File: src/rtl/clock_divider_multi.sv
// clock_divider_multi
//   Multi-channel programmable clock divider for the motion clocks. Every
//   channel divides inClk by 2*(div+1) while its motion enable is high,
//   emits a one-cycle tick on every outClk toggle, and has a divisor that
//   can be reloaded or stepped down (floored at MIN_DIV) at runtime.
//
// Ports
//   inClk   in   system clock, all state on posedge
//   reset   in   asynchronous active-high reset, clears all state
//   motion  in   [CHANNELS]        per-channel run enable
//   period  in   [CHANNELS*WIDTH]  per-channel load value, channel i at [i*WIDTH +: WIDTH]
//   load    in   [CHANNELS]        copy period slice into the divisor
//   faster  in   [CHANNELS]        decrease divisor by STEP, floored at MIN_DIV
//   sync    in   synchronous clear of counters and outputs (divisors kept)
//   outClk  out  [CHANNELS]        divided clocks, 50% duty
//   tick    out  [CHANNELS]        one-cycle strobe on each outClk toggle
//   curDiv  out  [CHANNELS*WIDTH]  current divisor per channel
module clock_divider_multi #(
  parameter int unsigned              CHANNELS  = 2,
  parameter int unsigned              WIDTH     = 32,
  parameter logic [WIDTH-1:0]         RESET_DIV = 32'd12_500_000,
  parameter logic [WIDTH-1:0]         MIN_DIV   = 32'd1_000_000,
  parameter logic [WIDTH-1:0]         STEP      = 32'd250_000
) (
  input  logic                        inClk,
  input  logic                        reset,
  input  logic [CHANNELS-1:0]         motion,
  input  logic [CHANNELS*WIDTH-1:0]   period,
  input  logic [CHANNELS-1:0]         load,
  input  logic [CHANNELS-1:0]         faster,
  input  logic                        sync,
  output logic [CHANNELS-1:0]         outClk,
  output logic [CHANNELS-1:0]         tick,
  output logic [CHANNELS*WIDTH-1:0]   curDiv
);

  logic [WIDTH-1:0]    cnt_q [CHANNELS];
  logic [WIDTH-1:0]    cnt_d [CHANNELS];
  logic [WIDTH-1:0]    div_q [CHANNELS];
  logic [WIDTH-1:0]    div_d [CHANNELS];
  logic [CHANNELS-1:0] out_q, out_d;
  logic [CHANNELS-1:0] tick_q, tick_d;

  // Speed-up step with saturation at MIN_DIV. The threshold is formed one
  // bit wider so MIN_DIV+STEP cannot wrap when both sit near 2^WIDTH.
  function automatic logic [WIDTH-1:0] sat_speed_up(input logic [WIDTH-1:0] d);
    logic [WIDTH:0] thresh;
    thresh = {1'b0, MIN_DIV} + {1'b0, STEP};
    if ({1'b0, d} >= thresh) sat_speed_up = d - STEP;
    else                     sat_speed_up = MIN_DIV;
  endfunction

  always_comb begin
    for (int i = 0; i < CHANNELS; i++) begin
      cnt_d[i]  = cnt_q[i];
      out_d[i]  = out_q[i];
      tick_d[i] = 1'b0;
      div_d[i]  = div_q[i];

      // Counter: compares against the divisor currently held, so a new
      // divisor is used from the following cycle. The >= wrap keeps the
      // counter bounded even when a smaller divisor is loaded mid-count.
      if (sync) begin
        cnt_d[i] = '0;
        out_d[i] = 1'b0;
      end else if (!motion[i]) begin
        cnt_d[i] = cnt_q[i];
      end else if (cnt_q[i] < div_q[i]) begin
        cnt_d[i] = cnt_q[i] + 1'b1;
      end else begin
        cnt_d[i]  = '0;
        out_d[i]  = ~out_q[i];
        tick_d[i] = 1'b1;
      end

      // Divisor: load wins over faster; unaffected by motion and sync.
      if (load[i])        div_d[i] = period[i*WIDTH +: WIDTH];
      else if (faster[i]) div_d[i] = sat_speed_up(div_q[i]);
    end
  end

  always_ff @(posedge inClk or posedge reset) begin
    if (reset) begin
      for (int i = 0; i < CHANNELS; i++) begin
        cnt_q[i] <= '0;
        div_q[i] <= RESET_DIV;
      end
      out_q  <= '0;
      tick_q <= '0;
    end else begin
      for (int i = 0; i < CHANNELS; i++) begin
        cnt_q[i] <= cnt_d[i];
        div_q[i] <= div_d[i];
      end
      out_q  <= out_d;
      tick_q <= tick_d;
    end
  end

  always_comb begin
    for (int i = 0; i < CHANNELS; i++) curDiv[i*WIDTH +: WIDTH] = div_q[i];
  end

  assign outClk = out_q;
  assign tick   = tick_q;

endmodule

File: config.mk
export PLATFORM = sky130hd
export DESIGN_NAME = clock_divider_multi
export DESIGN_NICKNAME = d
export VERILOG_FILES = /design/src/rtl/clock_divider_multi.sv
export SDC_FILE = /design/constraint.sdc
export NUM_CORES = 1
export LEC_CHECK = 0
export BUFFER_PORTS_ARGS = -buffer_cell sky130_fd_sc_hd__buf_2
export CORE_UTILIZATION = 50
export CTS_CLUSTER_DIAMETER = 150
export DETAILED_ROUTE_END_ITERATION = 16
export PLACE_DENSITY = 0.72
export RECOVER_POWER = 25
export SLEW_MARGIN = 20
export SYNTH_ARGS = -nofsm -noshare
export SYNTH_HDL_FRONTEND = slang
export SYNTH_SLANG_ARGS = --single-unit
File: constraint.sdc
create_clock -name inClk -period 6.2 [get_ports inClk]
set_input_delay 1.24 -clock inClk [delete_from_list [all_inputs] [get_ports inClk]]
set_output_delay 1.24 -clock inClk [all_outputs]
set_load 0.01 [all_outputs]
# Word level (Yosys, flattened, before mapping)
# Cells that the tools add are included.
[word_totals] output_inout_bits=68 regBits=132 word_cells=49
[classes] eq_ne=2 n_mux=24 addsub=4 bitwise=2 order_cmp=4 reduce_logical=6
[ops] op="$mux 32" n=12
[ops] op="$add 32x1->32 const B" n=2
[ops] op="$ge 32x21->1 const B" n=2
[ops] op="$lt 32x32->1" n=2
[ops] op="$sub 32x18->32 const B" n=2
[ops] op="$mux 1" n=12
[ops] op="$reduce_bool 2->1" n=4
[ops] op="$ne 2x2->1 const B" n=2
[ops] op="$reduce_and 2->1" n=2
[ops] op="$not 1->1" n=2

# Longest topological paths before layout
[logic_depth] ltp_word=4 depth_mapped=11 mapped_depth_nobuf=8

# Worst setup path after synthesis
# No wires, ideal clock.
[synth_path] kind="input-to-reg" from="input sync" to="register cnt_q[30] in the netlist's numbering" t_arrival_ns=3.030 setup_time_ns=0.132 path_buffers=1 path_stages=7 setup_slack_ns=3.038 cell_sequence="buf_2 o211ai_1 nor4_1 nand3_1 nor3_1 xnor2_1 nor2_1"
[synth_via] elab_chain_len=1 elab_cells_between_ends=2 cone_classes="mux (1); reduce/logical (1)"
[synth_lines] item="start, declared" line_no="31" text="input logic sync,"
[synth_lines] item="$mux 32 or $reduce_bool 2->1 (tied branches)"
[synth_lines] item="end signal, assigned by index" line_no="92" text="cnt_q[i] <= cnt_d[i];"
[synth_lines] item="end, declared" line_no="37" text="logic [WIDTH-1:0] cnt_q [CHANNELS];"
# Several ways; a longest one is shown, not always the timed one.
# A chain may end at the register's enable or synchronous reset.

==> results.md <==
• **# nets final** 1,308
• **Post-synth EDFFs** 0
• **power density of the placed cells** 237 nW/um^2
• **number of nets produced by synthesis** 1,181
• **I/O pin cnt** 141
• **final WL** 22,600 um
• **max-slew violation count** 71
• **Core Footprint** 17,300 um^2
• **initial antenna violation count** 0
• **delay contributed by the slowest stage of the critical path** 1760 ps
• **time the final worst path needs with I/O delays and setup** 3590 ps
• **failing checks** capacitance limit, slew limit
• **category of cells accounting for the largest share of critical-path delay** buffers and inverters
• **FMAX** 279 MHz
• **Fill cells** 1,569
• **# DRC** 0
• **number of instances in the synthesized netlist** 1,040
• **setup repair bufs after CTS** 0
• **Netlist cell types** 66
• **First DRT Iteration DRCs** 406
• **Crit path required time** 6660 ps
• **total CTS buffers** 17
• **port bufs** 140
• **vias in the first global route** 7,603
• **vias post-DR** 8,332
• **number of failing setup endpoints in the final timing report** 0
• **overall die area** 18,300 um^2
• **Critical Path Slowest Stage Cell** sky130_fd_sc_hd__clkinvlp_2
• **clock network fraction of design power** 42.9%
• **arrival time of the worst setup path** 4050 ps
• **setup total negative slack** 0 ps
• **initial core utilization** 51.2%
• **post-layout total power** 0.00245 W
• **DPL Wire Length** 16,300 um
• **synth top area cells** sky130_fd_sc_hd__dfrtp_1 31%, sky130_fd_sc_hd__ha_1 9.6%, sky130_fd_sc_hd__dfstp_2 7.1%
• **Vias/cell** 5.93
• **ordered list of cells on the worst path** buf_2, clkinvlp_2, buf_4
• **antenna-violating nets left** 0
• **CTS hold repair buffers** 0
• **ratio of final minimum period to clock period** 57.9%
• **# Max-Cap Violations** 1
• **largest net degree at the start of global routing** 71
• **H-tree depth** 4
• **register-to-register path setup slack** 3060 ps
• **ys async rst share** 100%
• **clock tree buffer depth** 2
• **sw power** 0.000720 W
• **Clock Sink Count** 132
• **TritonCTS clock tree** yes
• **worst-path maximum fanout** 70
• **cell count along the critical path** 3
• **share of power burned in combinational logic** 15.9%
• **RSZ-0062 raised after global routing** no
• **routed wirelength normalized by instance count** 16.1 um
• **number of buffers and inverters on the critical path** 3
• **worst rel slew slack** -111%
• **proportion of netlist area held by the largest area contributor** 30.5%
• **internal power component** 0.00173 W
• **antenna diode instance count** 0
• **TritonRoute pass-1 iters** 5
• **total routing resource utilization after global routing** 25.8%
• **Critical Path End Type** asynchronous set/reset pin
• **clock-pin transition on the worst setup and hold timing paths** 60 ps
• **global route overflow** 0
• **Synth Register Bits** 132
• **cell area after technology mapping** 8860 um^2
• **sw frac** 29.4%
• **instance count along the most critical hold path** 2
• **highest-count cells in the layout ignoring fill and taps** 126 x sky130_fd_sc_hd__buf_2, 119 x sky130_fd_sc_hd__nor2_1, 108 x sky130_fd_sc_hd__dfrtp_1
• **Layout area overhead** 17.0%
• **kind of critical path** input pin to asynchronous set/reset pin
• **die extent in x** 135 um
• **cell leakage power** 4.74 nW
• **Fin Clk Skew** 7.71 ps
• **first-pass GRT wire length** 37,600 um
• **path depth of the worst reg2reg path** 6
• **Die Height** 135 um
• **layout cells sized above 1** 17.7%
• **share of synthesized area occupied by flip-flops and latches** 37.6%
• **part of the total power dissipated in sequential elements** 41.1%
• **number of cell rows** 48
• **Hold Crit Class** flip-flop to flip-flop
• **startpoint class of the critical path** input pin
• **status** finished with violations
• **count of synthesis-stage warnings from yosys** 0
• **mean cell area of the mapped netlist** 8.52 um^2
• **Post-synth top flop** sky130_fd_sc_hd__dfrtp_1
• **worst vdd ir** 211 uV
• **Clk Tree Root Cell** sky130_fd_sc_hd__clkbuf_16
• **Skew-Pair Late Insertion Delay** 430 ps
• **cells resized by post-CTS repair** 0
• **top cell type by total area after synthesis** sky130_fd_sc_hd__dfrtp_1
• **commonest non-fill, non-tap cell in the layout** sky130_fd_sc_hd__buf_2
• **Fin. Hold Viols** 0
• **slew at the pin with the worst max-slew slack** 3150 ps
• **GPL Wtd Cong** 0.895
==> path summary, 6_finish.rpt <==
path	start	to
max in group inClk	curDiv[9]	curDiv[9]
worst max-delay path	reset	curDiv[56]
worst min register to register	curDiv[15]	curDiv[15]
min in group asynchronous	reset	curDiv[1]
worst max register to register	curDiv[9]	curDiv[9]
worst min-delay path	curDiv[15]	curDiv[15]
==> kinds of logic (layout without fill, tap and decap cells) <==
logic type,Yosys count,after routing,share of synthesized area (%)
xor gates and xnor gates,61,61,6.03
buffers and inverters,125,265,5.42
AOI/OAI and AO/OA,265,265,20.0
adders and majority gates,68,68,9.60
and+or+nand+nor,383,383,20.7
DFF,132,132,37.6
muxes,6,6,0.706
==> sequential cells by signal, indices dropped and copies added, names as in the netlist <==
register,count
outClk,2
cnt_q,64
curDiv,64
tick,2
==> layer usage <==
metal | share of wire, % | wire (um) | GRT usage, % | vias to the layer above
li1 | - | - | - | 4045
met4 | 1.8 | 397 | 8.93 | 0
met3 | 6.8 | 1540 | 4.35 | 32
met1 | 46 | 10500 | 36.3 | 3889
met5 | 0 | 0 | 0 | -
met2 | 45 | 10200 | 40.1 | 366
==> power groups by stage <==
stage | clock network (W) | registers, W | logic [W]
after floorplan | 0 | 0.00102 | 0.000243
after global placement | 0 | 0.00102 | 0.000382
after detailed placement | 0 | 0.00102 | 0.000389
after CTS | 0.00107 | 0.00101 | 0.000392
after global routing | 0.00110 | 0.00102 | 0.000441
final | 0.00105 | 0.00101 | 0.000390
==> per-stage QoR <==
stage | instances | setup WS [ps] | hold slack, ps | utilization [%] | area (um^2)
3_5_place_dp | 1373 | 2790 | 511 | 56.5 | 9770
6_report | 1405 | 2610 | 527 | 59.9 | 10400
2_1_floorplan | 1040 | 1470 | 508 | - | 8860
5_1_grt | 1405 | 2020 | 536 | 59.9 | 10400
3_3_place_gp | 1373 | 2840 | 507 | 56.5 | 9770
4_1_cts | 1405 | 3090 | 520 | 60.0 | 10400
==> cell usage after synthesis, types with 11 or more instances <==
master,number
sky130_fd_sc_hd__a21oi_1,64
sky130_fd_sc_hd__inv_1,83
sky130_fd_sc_hd__o21a_1,11
sky130_fd_sc_hd__nand3_1,29
sky130_fd_sc_hd__dfstp_2,24
sky130_fd_sc_hd__nor3_1,23
sky130_fd_sc_hd__ha_1,68
sky130_fd_sc_hd__dfrtp_1,108
sky130_fd_sc_hd__o211ai_1,11
sky130_fd_sc_hd__xor2_1,31
sky130_fd_sc_hd__and3_1,17
sky130_fd_sc_hd__or3_1,11
sky130_fd_sc_hd__nor4_1,22
sky130_fd_sc_hd__nand4_1,32
sky130_fd_sc_hd__a31oi_1,14
sky130_fd_sc_hd__nand2_1,99
sky130_fd_sc_hd__o21ai_0,56
sky130_fd_sc_hd__clkbuf_1,35
sky130_fd_sc_hd__nor2_1,119
sky130_fd_sc_hd__xnor2_1,30
==> worst reg2reg max path, stage by stage, from the launching register on <==
cell,delay [ps]
sky130_fd_sc_hd__dfrtp_1,440
sky130_fd_sc_hd__a211o_1,330
sky130_fd_sc_hd__a2111oi_0,570
sky130_fd_sc_hd__o21ai_0,310
sky130_fd_sc_hd__o21ai_1,830
sky130_fd_sc_hd__o21ai_0,210
sky130_fd_sc_hd__a311oi_1,330
==> area by class of cell <==
class / count / area [um^2] / area share (%)
multi-input combinational: 783 / 5070 / 48.9
sequential: 132 / 3330 / 32.2
timing repair buffer: 150 / 758 / 7.32
clock buffer: 20 / 457 / 4.41
inverter: 83 / 313 / 3.02
tap: 225 / 282 / 2.72
clock inverter: 12 / 154 / 1.49
(Power assumes the default switching activity.)
